<file path="src/rtl/matrix_pkg.sv">
// Shared definitions for the matrix datapath: the loaders, the multiply
// unit and the result serializer all agree on these sizes and layouts.
package matrix_pkg;

  localparam int MAX_DIM  = 5;
  localparam int ELEM_W   = 8;
  localparam int DIM_W    = 3;
  localparam int MAT_BITS = MAX_DIM * MAX_DIM * ELEM_W;

  typedef enum logic [2:0] {
    ST_IDLE,
    ST_GET_M,
    ST_GET_N,
    ST_GET_ELEM,
    ST_DONE,
    ST_ERR
  } loader_state_t;

  // Row-major slot number of element (i,j) inside the packed matrix.
  function automatic int slot_index(input logic [DIM_W-1:0] i,
                                    input logic [DIM_W-1:0] j);
    return (int'(i) * MAX_DIM) + int'(j);
  endfunction

endpackage

</file>
<file path="src/rtl/matrix_loader.sv">
// Byte-stream loader: takes m, n and then m*n row-major elements over a
// valid/ready handshake and packs them into the fixed 5x5 matrix format.
module matrix_loader
  import matrix_pkg::*;
(
  input  logic                clk,
  input  logic                reset,
  input  logic                start,
  input  logic                in_valid,
  input  logic [ELEM_W-1:0]   in_data,
  output logic                in_ready,
  output logic                busy,
  output logic [DIM_W-1:0]    mat_m,
  output logic [DIM_W-1:0]    mat_n,
  output logic [MAT_BITS-1:0] matrix,
  output logic                done,
  output logic                dim_error
);

  localparam logic [DIM_W-1:0]  DIM_ONE  = DIM_W'(1);
  localparam logic [ELEM_W-1:0] DIM_MAX8 = ELEM_W'(MAX_DIM);

  loader_state_t    state;
  logic [DIM_W-1:0] row;
  logic [DIM_W-1:0] col;
  logic             dim_legal;

  // A dimension byte is legal only if the whole byte lies in 1..MAX_DIM.
  always_comb begin
    dim_legal = (in_data != '0) && (in_data <= DIM_MAX8);
  end

  // Handshake and status flags come straight from the state register, so
  // in_valid never reaches in_ready combinationally.
  always_comb begin
    in_ready  = (state == ST_GET_M) || (state == ST_GET_N) || (state == ST_GET_ELEM);
    busy      = in_ready;
    done      = (state == ST_DONE);
    dim_error = (state == ST_ERR);
  end

  // Load FSM with row/col counters; start overrides everything, including a byte offered in the same cycle.
  always_ff @(posedge clk or negedge reset) begin
    if (!reset) begin
      state  <= ST_IDLE;
      mat_m  <= '0;
      mat_n  <= '0;
      matrix <= '0;
      row    <= '0;
      col    <= '0;
    end else if (start) begin
      state  <= ST_GET_M;
      mat_m  <= '0;
      mat_n  <= '0;
      matrix <= '0;
      row    <= '0;
      col    <= '0;
    end else begin
      case (state)
        ST_GET_M: begin
          if (in_valid) begin
            if (dim_legal) begin
              mat_m <= in_data[DIM_W-1:0];
              state <= ST_GET_N;
            end else begin
              state <= ST_ERR;
            end
          end
        end
        ST_GET_N: begin
          if (in_valid) begin
            if (dim_legal) begin
              mat_n <= in_data[DIM_W-1:0];
              state <= ST_GET_ELEM;
            end else begin
              state <= ST_ERR;
            end
          end
        end
        ST_GET_ELEM: begin
          if (in_valid) begin
            matrix[slot_index(row, col)*ELEM_W +: ELEM_W] <= in_data;
            if (col == mat_n - DIM_ONE) begin
              col <= '0;
              row <= row + DIM_ONE;
              if (row == mat_m - DIM_ONE) begin
                state <= ST_DONE;
              end
            end else begin
              col <= col + DIM_ONE;
            end
          end
        end
        ST_DONE: state <= ST_DONE;
        ST_ERR:  state <= ST_ERR;
        default: state <= ST_IDLE;
      endcase
    end
  end

endmodule
</file>
<file path="config.mk">
export PLATFORM = sky130hd
export DESIGN_NAME = matrix_loader
export DESIGN_NICKNAME = d
export VERILOG_FILES = /design/src/rtl/matrix_pkg.sv /design/src/rtl/matrix_loader.sv
export SDC_FILE = /design/constraint.sdc
export NUM_CORES = 1
export LEC_CHECK = 0
export BUFFER_PORTS_ARGS = -buffer_cell sky130_fd_sc_hd__buf_4
export CAP_MARGIN = 0
export CORE_ASPECT_RATIO = 1.4
export CORE_MARGIN = 3
export CORE_UTILIZATION = 50
export CTS_BUF_LIST = sky130_fd_sc_hd__clkbuf_4 sky130_fd_sc_hd__clkbuf_8 sky130_fd_sc_hd__clkbuf_16
export CTS_CLUSTER_SIZE = 40
export DETAILED_ROUTE_END_ITERATION = 7
export PLACE_DENSITY = 0.75
export SETUP_SLACK_MARGIN = 0.15
export SLEW_MARGIN = 20
export SYNTH_ARGS = -nofsm -noshare
export SYNTH_HDL_FRONTEND = slang
export SYNTH_SLANG_ARGS = --single-unit
</file>
<file path="constraint.sdc">
create_clock -name clk -period 5.5 [get_ports clk]
set_clock_uncertainty 0.15 [all_clocks]
set_input_delay 0 -clock clk [delete_from_list [all_inputs] [get_ports clk]]
set_output_delay 0 -clock clk [all_outputs]
set_load 0.1 [all_outputs]
</file>
==> key figures <==
Clock tree
  – CTS buffer count: 20
  – Clock Latency Late Sink: 0.50 ns
  – CTS max path bufs: 3
  – Clock sinks: 215
  – Setup bufs post-CTS: 0
  – H-Tree Depth: 1
  – Root Buffer Master: clkbuf_16
  – CTS tree: built
  – Clock transition at the registers of the reported paths: 0.07 ns

Power
  – Sw Pwr: 784 uW
  – Internal power: 2.44 mW
  – Flop pwr share: 49.6%
  – PD cells: 259 nW/um2
  – Design Power: 3.22 mW
  – LEAKAGE: 6.06 nW
  – Sw frac: 24.3%
  – Clk network pwr share: 43.2%
  – Gate power share: 7.2%
  – Max VDD drop: 0.182 mV

Synth
  – Top_reg_cell synth: dfrtp_1
  – Register area share after synthesis: 54.8%
  – Syn Area/Cell: 11.5 um2
  – Synth area leaders: dfrtp_1, mux2i_1, a22o_1
  – Leading area contributor after synthesis: dfrtp_1
  – Yosys reg bits: 215
  – Syn_nets: 884
  – EDFF count, synth: 0
  – Library cells used by synthesis: 77
  – Synth warn: 0
  – Top-count cell post-synth: dfrtp_1
  – Post-synth ARST share: 100%
  – Most instantiated cells after synthesis: dfrtp_1, nor2_1, a22o_1
  – Syn Inst Count: 856
  – Post-synth top area share: 54.8%
  – Post-Synthesis Cell Area: 9820 um2

Route
  – Vias per Instance: 5.89
  – Met3 WL: 1590 um
  – Top Metal Used: met4
  – Final wirelength: 28800 um
  – Iter 0 DRT Violations: 601
  – Routed length on met1: 11700 um
  – Via Count: 7806
  – Routed wl met2: 14700 um
  – DR pass1 iterations: 5
  – Per-cell routed wire length: 21.7 um
  – DRC Markers: 0
  – Routed Antenna Nets: 0

Worst hold path
  – Min-delay worst type: primary input to flip-flop
  – WHS Path Cells: 4

Timing
  – Slew HR: 33.7%
  – Hold WS: 0.260 ns
  – Slew Viols, Final: 0
  – Final setup viols: 0
  – Final min period: 5.04 ns
  – Final period utilization: 91.6%
  – Count of final hold-check violations: 0
  – Setup_tns: 0 ns
  – Slew @ Worst Pin: 0.994 ns
  – RSZ-0062 raised after global routing: no
  – F_max: 198 MHz

Floorplan
  – Die area: 21400 um2
  – Std-Cell Rows: 60
  – Die height: 172 um
  – Floorplan core area: 19200 um2
  – Die W: 124 um
  – Num ports: 222
  – Initial Utilization: 51.1%

Place
  – Port Buf Inserts: 221
  – Placed Instance Area: 11600 um2
  – GP Congestion: 0.918
  – Hpwl dp: 19900 um

Worst setup path
  – CP Class: flip-flop to flip-flop
  – CP Capture Type: flip-flop
  – CP cell instances: ha_1, ha_1, inv_1, fa_1, nor3b_2, and2_1, a21boi_4, ha_1, inv_1, nor3_1, and3_1, or2_1, nand4_1, o2bb2ai_1
  – CP max stage delay: 0.72 ns
  – Top cell by count, worst path: ha_1
  – Reg2Reg Depth: 14
  – CP required: 5.76 ns
  – Slowest cell on crit path: fa_1
  – Crit-path max FO: 11
  – WP data arrival: 5.30 ns
  – Startpoint class of the critical path: flip-flop

Run
  – Max-cap violation count: 0

Finish
  – ANT cells: 0
  – Final instance area: 12400 um2
  – Layout area overhead: 26.6%
  – Final Util: 64.7%
  – Final-stage net count: 1094
  – Ratio of cells with drive above 1 in the final layout: 29.0%

Global route
  – Vias in the first global route: 7716
  – Total GRT Usage: 26.0%
  – Remaining Overflow, GRT: 0
  – First-pass GRT wire length: 44800 um
  – Largest net degree at the start of global routing: 103
  – Initial antenna violation count: 0

Run status
  – Status: completed
## logic make-up after synthesis
family                     Yosys count  synth area share (%)
AOI/OAI and AO/OA                  202                  16.3
adders and majority gates           16                  2.12
buffers and inverters               67                  2.99
muxes                               60                  6.21
and+or+nand+nor                    280                  15.7
xor gates and xnor gates            16                  1.87
DFF                                215                  54.8
## routing by layer
layer / GRT usage, % / up-vias
met2: 44.9 / 293
met1: 34.1 / 3926
li1: - / 3533
met4: 8.54 / 0
met5: 0 / -
met3: 3.88 / 54
## what timing repair did
action	4_1_cts	5_1_grt
hold buffers	13	0
setup endpoints to repair	0	16
hold endpoints to repair	268	0
resized for setup	0	2
## through the flow
stage | instances | setup WS (ns)
detailed placement | 1277 | 0.417
global placement | 1277 | 0.579
CTS | 1324 | 0.401
finish | 1326 | 0.461
global route | 1326 | 0.157
floorplan | 856 | 1.18
## final timing paths
check	from	to	slack, ns
min reg2reg	matrix[48]	matrix[48]	0.34
max in group asynchronous	reset	matrix[40]	3.80
min	in_valid	state[0]	0.26
max reg2reg	row[0]	matrix[109]	0.46
max	row[0]	matrix[109]	0.46
min in group asynchronous	reset	matrix[153]	0.51
## layout make-up
type	count	area (um2)
inverter	12	45.0
tap	248	310
fill	1584	6790
clock inverter	6	68.8
timing repair buffer	243	1880
sequential	215	5380
clock buffer	28	586
multi-input combinational	574	4160
## layout by cell type (no fill, tap or decap), types with 9 or more instances in the layout
cell / synthesis / layout
and3_1: 10 / 9
nor2_1: 69 / 68
a21oi_1: 24 / 24
buf_4: 3 / 227
nand3_1: 12 / 12
nand2b_1: 37 / 37
inv_1: 12 / 12
clkbuf_16: 0 / 20
dfrtp_1: 215 / 215
and2_1: 9 / 9
ha_1: 15 / 15
a32o_1: 14 / 14
mux2i_1: 53 / 53
a22o_1: 59 / 59
dlygate4sd3_1: 0 / 12
o21ai_0: 34 / 34
o2bb2ai_1: 30 / 30
nand2_1: 51 / 51
nor3_1: 21 / 21
nand3b_1: 29 / 29
## critical path, delay by kind of cell, from the launching register on
kind            cells  cell delay, ns
fa+ha+maj           4            1.67
simple gates        6            1.97
buf+inv             2            0.18
compound gates      2            0.51
flops               1            0.45
## sequential cells by signal (all words and copies together) (netlist names)
| name | count |
|---|---|
| row | 3 |
| mat_m | 3 |
| col | 3 |
| state | 3 |
| matrix | 200 |
| mat_n | 3 |
## power by group through the flow
stage	registers (mW)	clock network (mW)	logic (mW)
detailed placement	1.63	0	0.224
finish	1.60	1.39	0.232
floorplan	1.68	0	0.0892
global route	1.60	1.47	0.247
CTS	1.60	1.41	0.234
global placement	1.63	0	0.221
No activity file was read; power rests on OpenSTA's default activity.
